[src/rtl/arm_pkg.sv]
`default_nettype none
// ============================================================================
//  Module      : arm_pkg
//  Description : Shared definitions for the ARM-subset pipeline: execute
//                command encodings, shifter type codes and status-register
//                bit positions.
//  Revision    : 1.0 - initial release
// ============================================================================
package arm_pkg;

    // Execute-stage ALU commands. CMP/TST arrive as SUB/AND with write-back
    // disabled; LDR/STR arrive as ADD (address = Rn + offset).
    typedef enum logic [3:0] {
        EXE_MOV = 4'b0001,
        EXE_MVN = 4'b1001,
        EXE_ADD = 4'b0010,
        EXE_ADC = 4'b0011,
        EXE_SUB = 4'b0100,
        EXE_SBC = 4'b0101,
        EXE_AND = 4'b0110,
        EXE_ORR = 4'b0111,
        EXE_EOR = 4'b1000
    } exe_cmd_e;

    // Shifter type field, shift_operand[6:5]
    localparam logic [1:0] SH_LSL = 2'b00;
    localparam logic [1:0] SH_LSR = 2'b01;
    localparam logic [1:0] SH_ASR = 2'b10;
    localparam logic [1:0] SH_ROR = 2'b11;

    // Bit positions inside the 4-bit {N,Z,C,V} status word
    localparam int ST_N = 3;
    localparam int ST_Z = 2;
    localparam int ST_C = 1;
    localparam int ST_V = 0;

endpackage : arm_pkg
`default_nettype wire

[src/rtl/val2_gen.sv]
`default_nettype none
// ============================================================================
//  Module      : val2_gen
//  Description : Combinational second-operand (Val2) generator.
//                  imm_i=1          : 8-bit immediate rotated right by 2*rot
//                  mem_en_i=1       : zero-extended 12-bit memory offset
//                  otherwise        : val_rm_i shifted by an immediate amount
//  Ports       : imm_i           - I bit
//                mem_en_i        - load or store in flight
//                val_rm_i        - Rm register value
//                shift_operand_i - 12-bit operand-2 field
//                val2_o          - generated operand
//  Revision    : 1.0 - initial release
// ============================================================================
module val2_gen
    import arm_pkg::*;
#(
    parameter int XLEN = 32
) (
    input  logic            imm_i,
    input  logic            mem_en_i,
    input  logic [XLEN-1:0] val_rm_i,
    input  logic [11:0]     shift_operand_i,
    output logic [XLEN-1:0] val2_o
);

    logic [XLEN-1:0]   w_imm_ext;
    logic [4:0]        w_imm_rot;
    logic [2*XLEN-1:0] w_imm_dbl;
    logic [4:0]        w_sh_amt;
    logic [2*XLEN-1:0] w_rm_dbl;
    logic [XLEN-1:0]   w_shifted;

    // Rotates are done by shifting a doubled copy right, so a rotate of 0
    // needs no special case.
    assign w_imm_ext = {{(XLEN-8){1'b0}}, shift_operand_i[7:0]};
    assign w_imm_rot = {shift_operand_i[11:8], 1'b0};
    assign w_imm_dbl = {w_imm_ext, w_imm_ext} >> w_imm_rot;

    assign w_sh_amt  = shift_operand_i[11:7];
    assign w_rm_dbl  = {val_rm_i, val_rm_i} >> w_sh_amt;

    always_comb begin
        w_shifted = val_rm_i;
        case (shift_operand_i[6:5])
            SH_LSL:  w_shifted = val_rm_i << w_sh_amt;
            SH_LSR:  w_shifted = val_rm_i >> w_sh_amt;
            SH_ASR:  w_shifted = $unsigned($signed(val_rm_i) >>> w_sh_amt);
            SH_ROR:  w_shifted = w_rm_dbl[XLEN-1:0];
            default: w_shifted = val_rm_i;
        endcase
    end

    always_comb begin
        if (imm_i) begin
            val2_o = w_imm_dbl[XLEN-1:0];
        end else if (mem_en_i) begin
            val2_o = {{(XLEN-12){1'b0}}, shift_operand_i};
        end else begin
            val2_o = w_shifted;
        end
    end

endmodule : val2_gen
`default_nettype wire

[src/rtl/exe_stage.sv]
`default_nettype none
// ============================================================================
//  Module      : exe_stage
//  Description : Execute stage of the 5-stage ARM-subset pipeline. Builds
//                Val2, runs the ALU, owns the NZCV status register, resolves
//                the branch target and registers results into EXE/MEM.
//  Ports       : clk, rst            - clock, async active-high reset
//                mem_stall           - hold EXE/MEM register and status
//                *_in, val_*, imm,
//                shift_operand,
//                signed_imm_24       - registered ID-stage outputs
//                branch_taken/addr   - combinational branch resolve to IF
//                status              - registered {N,Z,C,V}
//                *_out, alu_res      - EXE/MEM pipeline register
//  Revision    : 1.0 - initial release
// ============================================================================
module exe_stage
    import arm_pkg::*;
#(
    parameter int XLEN = 32,
    parameter int RA_W = 4
) (
    input  logic            clk,
    input  logic            rst,
    input  logic            mem_stall,
    input  logic            wb_en_in,
    input  logic            mem_r_in,
    input  logic            mem_w_in,
    input  logic            b_in,
    input  logic            s_in,
    input  logic [3:0]      exe_cmd,
    input  logic [XLEN-1:0] pc_in,
    input  logic [XLEN-1:0] val_rn,
    input  logic [XLEN-1:0] val_rm,
    input  logic            imm,
    input  logic [11:0]     shift_operand,
    input  logic [23:0]     signed_imm_24,
    input  logic [RA_W-1:0] dest_in,
    output logic            branch_taken,
    output logic [XLEN-1:0] branch_addr,
    output logic [3:0]      status,
    output logic            wb_en_out,
    output logic            mem_r_out,
    output logic            mem_w_out,
    output logic [XLEN-1:0] alu_res,
    output logic [XLEN-1:0] val_rm_out,
    output logic [RA_W-1:0] dest_out,
    output logic [XLEN-1:0] pc_out
);

    logic [XLEN-1:0] w_val2;
    logic [XLEN-1:0] w_alu_b;
    logic            w_cin;
    logic            w_arith;
    logic            w_flags_ok;
    logic [XLEN:0]   w_sum;
    logic [XLEN-1:0] w_res;
    logic [3:0]      w_flags;

    logic [3:0]      status_q,  status_d;
    logic            wb_en_q,   mem_r_q,  mem_w_q;
    logic [XLEN-1:0] alu_res_q, val_rm_q, pc_q;
    logic [RA_W-1:0] dest_q;

    val2_gen #(
        .XLEN (XLEN)
    ) u_val2_gen (
        .imm_i           (imm),
        .mem_en_i        (mem_r_in | mem_w_in),
        .val_rm_i        (val_rm),
        .shift_operand_i (shift_operand),
        .val2_o          (w_val2)
    );

    // ------------------------------------------------------------------
    // ALU: all arithmetic goes through one adder; subtraction feeds ~Val2
    // with the appropriate carry-in.
    // ------------------------------------------------------------------
    always_comb begin
        w_alu_b    = w_val2;
        w_cin      = 1'b0;
        w_arith    = 1'b0;
        w_flags_ok = 1'b1;
        case (exe_cmd)
            EXE_ADD: w_arith = 1'b1;
            EXE_ADC: begin w_arith = 1'b1; w_cin = status_q[ST_C]; end
            EXE_SUB: begin w_arith = 1'b1; w_alu_b = ~w_val2; w_cin = 1'b1; end
            EXE_SBC: begin w_arith = 1'b1; w_alu_b = ~w_val2; w_cin = status_q[ST_C]; end
            EXE_MOV, EXE_MVN, EXE_AND, EXE_ORR, EXE_EOR: w_flags_ok = 1'b1;
            default: w_flags_ok = 1'b0;
        endcase
    end

    assign w_sum = {1'b0, val_rn} + {1'b0, w_alu_b} + {{XLEN{1'b0}}, w_cin};

    always_comb begin
        w_res = '0;
        case (exe_cmd)
            EXE_MOV: w_res = w_val2;
            EXE_MVN: w_res = ~w_val2;
            EXE_ADD, EXE_ADC, EXE_SUB, EXE_SBC: w_res = w_sum[XLEN-1:0];
            EXE_AND: w_res = val_rn & w_val2;
            EXE_ORR: w_res = val_rn | w_val2;
            EXE_EOR: w_res = val_rn ^ w_val2;
            default: w_res = '0;
        endcase
    end

    // Logic/move ops keep C and V; unknown commands keep everything.
    always_comb begin
        w_flags = status_q;
        if (w_flags_ok) begin
            w_flags[ST_N] = w_res[XLEN-1];
            w_flags[ST_Z] = (w_res == '0);
            if (w_arith) begin
                w_flags[ST_C] = w_sum[XLEN];
                w_flags[ST_V] = (val_rn[XLEN-1] == w_alu_b[XLEN-1]) &&
                                (w_res[XLEN-1] != val_rn[XLEN-1]);
            end
        end
    end

    assign status_d = (s_in && !mem_stall) ? w_flags : status_q;

    // ------------------------------------------------------------------
    // Branch resolve (zero latency)
    // ------------------------------------------------------------------
    assign branch_taken = b_in;
    assign branch_addr  = pc_in + {{(XLEN-26){signed_imm_24[23]}}, signed_imm_24, 2'b00};

    // ------------------------------------------------------------------
    // Status and EXE/MEM registers
    // ------------------------------------------------------------------
    always_ff @(posedge clk or posedge rst) begin
        if (rst) begin
            status_q  <= '0;
            wb_en_q   <= 1'b0;
            mem_r_q   <= 1'b0;
            mem_w_q   <= 1'b0;
            alu_res_q <= '0;
            val_rm_q  <= '0;
            dest_q    <= '0;
            pc_q      <= '0;
        end else begin
            status_q <= status_d;
            if (!mem_stall) begin
                wb_en_q   <= wb_en_in;
                mem_r_q   <= mem_r_in;
                mem_w_q   <= mem_w_in;
                alu_res_q <= w_res;
                val_rm_q  <= val_rm;
                dest_q    <= dest_in;
                pc_q      <= pc_in;
            end
        end
    end

    assign status     = status_q;
    assign wb_en_out  = wb_en_q;
    assign mem_r_out  = mem_r_q;
    assign mem_w_out  = mem_w_q;
    assign alu_res    = alu_res_q;
    assign val_rm_out = val_rm_q;
    assign dest_out   = dest_q;
    assign pc_out     = pc_q;

endmodule : exe_stage
`default_nettype wire

[config.mk]
export PLATFORM = sky130hd
export DESIGN_NAME = exe_stage
export DESIGN_NICKNAME = d
export VERILOG_FILES = /design/src/rtl/arm_pkg.sv /design/src/rtl/val2_gen.sv /design/src/rtl/exe_stage.sv
export SDC_FILE = /design/constraint.sdc
export NUM_CORES = 1
export LEC_CHECK = 0
export CORE_MARGIN = 1.5
export CORE_UTILIZATION = 30
export DETAILED_ROUTE_END_ITERATION = 8
export HOLD_SLACK_MARGIN = 0.1
export PLACE_DENSITY = 0.6
export SLEW_MARGIN = 20
export SYNTH_ARGS = -nofsm -noshare
export SYNTH_HDL_FRONTEND = slang
export SYNTH_SLANG_ARGS = --single-unit
[constraint.sdc]
create_clock -name clk -period 6.4 [get_ports clk]
set_input_delay 1.92 -clock clk [delete_from_list [all_inputs] [get_ports clk]]
set_output_delay 1.92 -clock clk [all_outputs]
set_load 0.01 [all_outputs]
==> impl_metrics.ini, run 1 <==
[run_status]
outcome = complete, but fails checks
violations = negative setup slack

[power]
p_leak_nw = 11.7
powerDensity_nw_per_um2 = 158
peakVddDrop_uv = 137

[final_layout]
utilization = 0.504
areaGrowthSynthToFinish_pct = 66.0
fin_nets = 2981
fin_cells = 3385
post_route_cells_drive_above_1_share = 0.435
fill_cells = 4861

[worst_setup_path]
timing.critical_path.from = val_rm[17]
crit_required_ns = 6.77
cp_cell_sequence = clkdlybuf4s15_2 > buf_4 > mux4_2 > mux4_2 > a22o_1 > o21ai_1 > buf_4 > nand3_4 > xor2_2 > ha_1 > nand3b_1 > a2111oi_4 > buf_4 > nor4b_4 > buf_4 > o31ai_4 > a211oi_4 > a21oi_1 > o21ai_1 > nand4_1 > or3b_1 > or4_4 > nor4_2 > a21o_1
cp_slowest_cell = mux4_2
crit_family = simple AND/OR/NAND/NOR gates
worstSetupEndpointType = register
start_kind = input port
crit_arrival_ns = 7.47
critical_path_class = input port to register
crit_path_max_incr_delay_ns = 0.56
r2r-start = status[1]
crit_path_max_fanout = 5
path_buf_inv = 5
cp_common_cell = buf_4

[synth]
syn_avg_cell_area_sq_um = 8.56
ys_seq_area_frac = 0.172
synth_cell_types = 93
yosysTopAreaCellShare = 0.172
synth_nets = 2102
synthFlopType = dfrtp_1
ys_top_cells_by_count = 158 x nand2_1, 131 x nor2_1, 130 x ha_1, 130 x mux2_2, 112 x a21oi_1
ys_ff_latch = 107
async_reset_ff_frac = 1.00
yosys_warnings = 0
yosysTopAreaCell = dfrtp_1
syn_area_sq_um = 15600
post-synth-top-count-cell = nand2_1
ys_top_cells_by_area = dfrtp_1 17%, ha_1 10%, mux2_2 9.4%, mux4_2 9.4%, mux2i_1 4.1%
synth_enable_flop_cells = 0
synthCells = 1820

[cts]
cts_root_buffer = clkbuf_16
cts_tree = yes
cts.hold.buffers_added = 0
cts_buffers = 9
worst_skew_pair.late_latency_ns = 0.42
htreeDepth = 3
path_clk_slew_ns = 0.10
cts_sinks = 107
clk_path_buf_depth = 2

[sta]
fin_crit_ns = 7.10
finalHoldViolCount = 0
setup_slack_ns = -0.702
rsz0062_at_grt = true
setup_viol = 18
skew_ns = 0.0199
drv_slew = 0
relSlewSlack = 0.480
max_freq_ghz = 0.141
whs_ns = 0.487
worst_pin_slew_ns = 0.767
fin_crit_sh = 1.11

[floorplan]
core_area_sq_um = 51300
die_w_um = 231
row_count = 83
initial_core_util = 0.304
die_area_sq_um = 53300
die_h_um = 231
ioPinCount = 289

[global_route]
grt_pass1_wl_um = 120000
grt_overflow = 0
grt_max_degree = 75
grt_usage = 0.298
antenna_found_initial = 3
grt_pass1_vias = 19000

[placement]
hpwl_um = 64200
gp_congestion = 1.00
io_buffer_count = 286
placed_cells = 3290

[detailed_routing]
vias = 19000
drt-initial-drc-count = 1554
vias_per_cell = 5.61
drc_errors = 0
dr.pass1.iters = 7
wirelength_um = 81600
post_drt_wl_per_cell_um = 24.1
ant_nets = 0

[worst_hold_path]
min-delay-start = alu_res[9]
min_path_type = register to register

[flow_run]
drv_cap = 0
worst reg2reg max path, cell delays in order (launching register included):
cell and delay (ns):
dfrtp_1 0.38, inv_1 0.07, a211o_1 0.29, a21o_1 0.22, fa_2 0.39, fa_2 0.35, nand3b_1 0.29, a21boi_2 0.24
o31ai_1 0.11, or4_1 0.44, nor3_2 0.22, o2111a_1 0.20, nor4bb_1 0.26, o311ai_1 0.18, nor4_1 0.29, nand4_1 0.26
nor4_2 0.31, a21o_1 0.11
power breakdown:
part / internal, mW / leakage [nW] / switching [mW] / total, mW
combinational: 1.34 / 10.3 / 1.28 / 2.62
sequential: 0.762 / 1.28 / 0.0499 / 0.811
clock: 0.314 / 0.152 / 0.353 / 0.667
total: 2.41 / 11.7 / 1.68 / 4.10
cells in the final DEF, fill, tap and decap left out, drive strengths merged, types with 10 or more instances in the layout:
master | Yosys | final
mux2i | 64 | 64
mux2 | 135 | 135
o31ai | 17 | 17
nand2 | 158 | 158
o211ai | 12 | 12
clkbuf | 80 | 18
ha | 130 | 130
a21oi | 113 | 113
buf | 45 | 741
nand2b | 11 | 11
clkdlybuf4s50 | 0 | 190
a211oi | 28 | 28
a22oi | 26 | 26
dfrtp | 107 | 107
clkdlybuf4s15 | 0 | 20
inv | 107 | 109
o221ai | 17 | 17
a32oi | 11 | 11
a221oi | 12 | 12
xnor2 | 65 | 65
dlygate4sd2 | 0 | 31
o21a | 22 | 22
nand3 | 41 | 41
nor3 | 33 | 33
nor2 | 131 | 131
a31oi | 24 | 24
mux4 | 65 | 65
o22ai | 18 | 18
o21ai | 77 | 77
and2 | 15 | 15
or3 | 10 | 10
xor2 | 33 | 33
nand4 | 15 | 15
a21o | 31 | 31
nor2b | 16 | 16
or2 | 11 | 11
final cells by class:
class                      instances  area, sq um  area share
tap                              680          851      0.0329
antenna                            1         2.50   0.0000967
sequential                       107         2680       0.103
inverter                         110          427      0.0165
multi-input combinational       1478        13300       0.513
clock buffer                      10          229     0.00885
clock inverter                     6         83.8     0.00324
timing repair buffer             993         8320       0.322
what timing repair did:
item	in CTS	in global routing
setup buffers	51	47
endpoints found under the setup margin	48	36
gates cloned	0	1
pin swaps	113	110
resized for setup	395	137
worst paths after layout:
path	endpoint	slack, ns	cells after the start
worst min register to register	alu_res[9]	0.49	1
worst max register to register	status[2]	1.75	17
worst max-delay path	status[2]	-0.70	24
worst min-delay path	alu_res[9]	0.49	1
max in group asynchronous	pc_out[6]	3.39	3
min in group asynchronous	alu_res[4]	2.03	2
layer usage:
| metal | GRT usage | routed length, um | vias to the layer above |
|---|---|---|---|
| met3 | 0.0705 | 7030 | 170 |
| li1 | - | - | 8604 |
| met1 | 0.380 | 33700 | 9354 |
| met4 | 0.120 | 3620 | 4 |
| met5 | 0 | 24 | - |
| met2 | 0.483 | 37200 | 865 |
logic make-up (layout without fill, tap and decap cells):
kind of cell | count (synthesis) | in the layout | synth area share
adder cells (fa/ha/maj) | 133 | 133 | 0.108
other | 0 | 1 | 0
AND/OR/NAND/NOR | 480 | 480 | 0.143
flip-flops | 107 | 107 | 0.172
buffers and inverters | 235 | 1119 | 0.0640
XOR/XNOR | 98 | 98 | 0.0551
multiplexers | 264 | 264 | 0.233
AO/OA/AOI/OAI | 503 | 503 | 0.225
through the flow:
stage	power [mW]	setup WS, ns	TNS [ns]	cell area, sq um
after CTS	3.97	-0.525	-3.92	25200
after global placement	3.12	-1.57	-41.19	23600
after global routing	4.29	-0.898	-8.28	25900
after floorplan	1.87	-0.553	-1.28	15700
after detailed placement	3.14	-1.63	-43.91	23600
final	4.10	-0.702	-4.75	25900
state kept, by name, indices dropped and copies added (netlist names):
name	flops
alu_res	32
wb_en_out	1
status	4
mem_w_out	1
val_rm_out	32
pc_out	32
dest_out	4
mem_r_out	1
Note: power is estimated with default switching activity, not from simulation.
==> inputs of run 2 (changes only) <==
Settings changed: CORE_MARGIN 1.5 to 2, SKIP_CTS_REPAIR_TIMING set to 1.
==> impl_metrics.ini, run 2 (synthesis gave the netlist of run 1 again) <==
[worst_hold_path]
min-delay-start = alu_res[9]
hold_end = alu_res[9]
hold_depth = 1
min_path_type = register to register

[cts]
cts_tree = yes
cts_root_buffer = clkbuf_16
cts_buffers = 9
path_clk_slew_ns = 0.08
cts_sinks = 107
worst_skew_pair.late_latency_ns = 0.40
clk_path_buf_depth = 2
htreeDepth = 3

[final_layout]
utilization = 0.501
layout_common_cells = 646 x buf_4, 188 x clkdlybuf4s50_1, 152 x nand2_1
areaGrowthSynthToFinish_pct = 64.8
fin_nets = 2953
post_route_cells_drive_above_1_share = 0.416
final_common_cell = buf_4
insertedDiodeCount = 0
fin_cells = 3355

[floorplan]
die_area_sq_um = 53800
initial_core_util = 0.304
die_h_um = 232
row_count = 83
die_w_um = 232
core_area_sq_um = 51300
ioPinCount = 289

[run_status]
violations = negative setup slack
outcome = complete, but fails checks

[global_route]
grt_pass1_wl_um = 118000
antenna_found_initial = 3
grt_overflow = 0
grt_usage = 0.294
grt_max_degree = 64
grt_pass1_vias = 18500

[power]
combinationalPowerShare = 0.639
switching_share = 0.408
switchingPower_mw = 1.64
p_int_mw = 2.38
seqPwrFrac = 0.202
p_clk_frac = 0.159
powerDensity_nw_per_um2 = 156
p_leak_nw = 12.0
peakVddDrop_uv = 192

[worst_setup_path]
crit_required_ns = 6.74
rr_worst_depth = 18
r2r-end = status[2]
critical_path_class = input port to register
start_kind = input port
r2r-start = status[1]
rrSetupSlack_ns = 1.81
crit_arrival_ns = 7.30
worstSetupEndpointType = register
crit_path_max_fanout = 7

[sta]
setup_viol = 21
fin_crit_sh = 1.09
setup_slack_ns = -0.555
relSlewSlack = 0.399
fin_tns_setup_ns = -4.86
drv_slew = 0
whs_ns = 0.492
max_freq_ghz = 0.144
finalHoldViolCount = 0
worst_pin_slew_ns = 0.902
fin_crit_ns = 6.96
skew_ns = 0.0111
rsz0062_at_grt = true

[detailed_routing]
topRoutingLayerUsed = met5
dr.pass1.iters = 5
ant_nets = 0
wirelength_um = 81800
wl_met1_um = 35100
drt-initial-drc-count = 1608
met2WireLength_um = 37400
wl_met3_um = 6610
post_drt_wl_per_cell_um = 24.4
drc_errors = 0
vias = 18700
vias_per_cell = 5.58

[placement]
hpwl_um = 64800
placed_cells = 3278
io_buffer_count = 286
gp_congestion = 1.02

[flow_run]
drv_cap = 0
-- run 2: changes by cell type in the layout (fill, tap and decap cells not counted), moves of 4 or more --
| cell | change |
|---|---|
| buf_2 | -6 |
| dlygate4sd2_1 | -31 |
| clkdlybuf4s15_1 | -12 |
| mux2_2 | +5 |
| dlymetal6s2s_1 | +65 |
| mux2i_2 | -4 |
| mux2_4 | -5 |
| mux2i_4 | +4 |
| a21oi_2 | +5 |
| buf_6 | -19 |
| clkdlybuf4s15_2 | -8 |
| buf_4 | -17 |
-- run 2: worst max-delay path, cell delays in order --
cell	delay, ns
buf_16	0.12
buf_4	0.12
mux4_2	0.54
mux2_2	0.30
mux4_2	0.52
o21ai_4	0.22
o211a_4	0.20
xnor2_2	0.12
inv_1	0.08
fa_2	0.34
nand3b_1	0.26
a2111oi_4	0.47
nor4b_4	0.11
o31ai_1	0.26
buf_4	0.18
a211oi_4	0.09
o21ai_2	0.15
a21oi_2	0.07
xor2_1	0.25
o221ai_2	0.16
or4_4	0.50
nor4_2	0.22
a21o_1	0.11
-- run 2: final cells by class --
class,instances,area (sq um)
fill,4886,25600
multi-input combinational,1478,13100
timing repair buffer,965,8320
sequential,107,2680
tap,680,851
inverter,110,424
clock buffer,9,225
clock inverter,6,73.8
-- run 2: layer usage --
metal  global-route usage  up-vias
li1                     -     8517
met1                0.388     9271
met2                0.477      787
met3               0.0647      132
met4               0.0881        2
met5                    0        -
-- run 2: power by group through the flow --
stage / clock network (mW) / logic [mW] / registers [mW]
after global routing: 0.682 / 2.72 / 0.822
after global placement: 0 / 2.31 / 0.819
after detailed placement: 0 / 2.32 / 0.823
after floorplan: 0 / 1.02 / 0.858
final: 0.640 / 2.56 / 0.811
after CTS: 0.663 / 2.33 / 0.812
-- run 2: worst max path at each step --
stage	start	end	slack (ns)	cells past startpoint
global placement	val_rm[30]	status[2]	-1.57	24
finish	shift_operand[7]	status[2]	-0.56	23
CTS	signed_imm_24[0]	branch_addr[30]	-1.41	18
global route	shift_operand[7]	status[2]	-0.73	25
floorplan	shift_operand[7]	status[2]	-0.55	23
detailed placement	val_rm[16]	status[2]	-1.55	21
-- run 2: per-stage QoR --
step	power [mW]	worst slack (ns)	cell area (sq um)
finish	4.02	-0.555	25700
global route	4.23	-0.731	25700
CTS	3.81	-1.41	23800
detailed placement	3.14	-1.55	23500
global placement	3.13	-1.57	23500
floorplan	1.87	-0.553	15700
==> inputs of run 3 (changes only) <==
Settings changed: SKIP_LAST_GASP set to 1.
==> impl_metrics.ini, run 3 (synthesis gave the netlist of run 1 again) <==
[final_layout]
fill_cells = 4883
multi_input_area_sq_um = 13100
final_area_sq_um = 25600
areaGrowthSynthToFinish_pct = 64.5
seq_area_sq_um = 2680
final_common_cell = buf_4
insertedDiodeCount = 0
layout_common_cells = 647 x buf_4, 188 x clkdlybuf4s50_1, 152 x nand2_1
post_route_cells_drive_above_1_share = 0.415
utilization = 0.500
fin_nets = 2953

[placement]
placed_area_sq_um = 23500
hpwl_um = 64800
gp_congestion = 1.02
io_buffer_count = 286

[detailed_routing]
vias = 18700
post_drt_wl_per_cell_um = 24.4
wirelength_um = 81800
dr.pass1.iters = 6
ant_nets = 0
vias_per_cell = 5.56
drc_errors = 0
drt-initial-drc-count = 1618

[cts]
cts_tree = yes
htreeDepth = 3
path_clk_slew_ns = 0.08
clk_path_buf_depth = 2
worst_skew_pair.late_latency_ns = 0.40
cts_sinks = 107
cts_root_buffer = clkbuf_16
cts_buffers = 9

[run_status]
violations = negative setup slack
outcome = complete, but fails checks

[floorplan]
die_area_sq_um = 53800
initial_core_util = 0.304
core_area_sq_um = 51300
die_h_um = 232
row_count = 83
ioPinCount = 289
die_w_um = 232

[worst_setup_path]
worstSetupEndpointType = register
crit_arrival_ns = 7.32
r2r-start = status[1]
crit_path_end = status[2]
start_kind = input port
critical_path_class = input port to register
rr_worst_depth = 18
timing.critical_path.from = shift_operand[7]
crit_path_max_fanout = 10
crit_required_ns = 6.74
r2r-end = status[2]
rrSetupSlack_ns = 1.79

[sta]
worst_pin_slew_ns = 0.891
drv_slew = 0
setup_viol = 20
setup_slack_ns = -0.576
max_freq_ghz = 0.143
relSlewSlack = 0.406
fin_tns_setup_ns = -4.92
fin_crit_sh = 1.09
rsz0062_at_grt = true
finalHoldViolCount = 0
skew_ns = 0.0126
whs_ns = 0.489
fin_crit_ns = 6.98

[global_route]
grt_overflow = 0
antenna_found_initial = 3
grt_usage = 0.294
grt_pass1_vias = 18500
grt_pass1_wl_um = 118000
grt_max_degree = 64

[worst_hold_path]
min-delay-start = alu_res[9]
min_path_type = register to register

[flow_run]
drv_cap = 0

[power]
p_leak_nw = 12.0
power_mw = 4.01
combinationalPowerShare = 0.638
switching_share = 0.408
p_clk_frac = 0.160
powerDensity_nw_per_um2 = 156
p_int_mw = 2.37
seqPwrFrac = 0.202
peakVddDrop_uv = 192
switchingPower_mw = 1.63
-- run 3: cell types whose count changed in the layout (fill, tap and decap cells not counted), moves of 2 or more --
cell / previous run / this run
mux2_4: 9 / 7
mux2_2: 121 / 123
a21oi_2: 27 / 25
a21oi_1: 85 / 87
-- run 3: power groups by stage --
stage | logic (mW) | registers (mW) | clock network (mW)
global placement | 2.31 | 0.819 | 0
detailed placement | 2.32 | 0.823 | 0
global route | 2.72 | 0.822 | 0.682
CTS | 2.33 | 0.812 | 0.663
floorplan | 1.02 | 0.858 | 0
finish | 2.56 | 0.811 | 0.640
-- run 3: how the worst min path moves through the flow --
stage | endpoint | slack, ns | cells after the start
floorplan | status[0] | 0.51 | 2
global placement | val_rm_out[31] | 0.47 | 2
detailed placement | val_rm_out[30] | 0.48 | 2
CTS | val_rm_out[30] | 0.50 | 2
global route | alu_res[9] | 0.52 | 1
finish | alu_res[9] | 0.49 | 1
-- run 3: through the flow --
step	instances	setup slack (ns)
6_report	3355	-0.576
5_1_grt	3355	-0.750
4_1_cts	3293	-1.41
3_5_place_dp	3278	-1.55
3_3_place_gp	3278	-1.57
2_1_floorplan	1820	-0.553
-- run 3: worst max-delay path, stage by stage --
cell and delay, ns:
buf_16 0.11, buf_8 0.13, buf_12 0.13, buf_6 0.16, mux2_1 0.33, mux4_2 0.57
mux2i_4 0.23, a32oi_1 0.15, nand2_1 0.14, o31ai_4 0.11, inv_2 0.11, xnor2_2 0.14
ha_1 0.29, a21oi_2 0.23, nand2_2 0.11, nor4b_4 0.29, o31ai_1 0.12, buf_4 0.16
a211oi_4 0.38, o21ai_2 0.10, a21oi_2 0.14, xor2_1 0.25, o221ai_2 0.15, or4_4 0.50
nor4_2 0.22, a21o_1 0.12
-- run 3: area by class of cell --
cell class                 count  share of cell area
multi-input combinational   1478               0.510
timing repair buffer         965               0.324
sequential                   107               0.104
tap                          680              0.0332
inverter                     110              0.0165
clock buffer                   9             0.00878
clock inverter                 6             0.00288
-- run 3: layer usage --
| metal | up-vias | track usage | share of wire |
|---|---|---|---|
| met2 | 795 | 0.477 | 0.46 |
| li1 | 8515 | - | - |
| met1 | 9232 | 0.388 | 0.43 |
| met3 | 113 | 0.0647 | 0.079 |
| met4 | 2 | 0.0881 | 0.031 |
| met5 | - | 0 | 0.00013 |
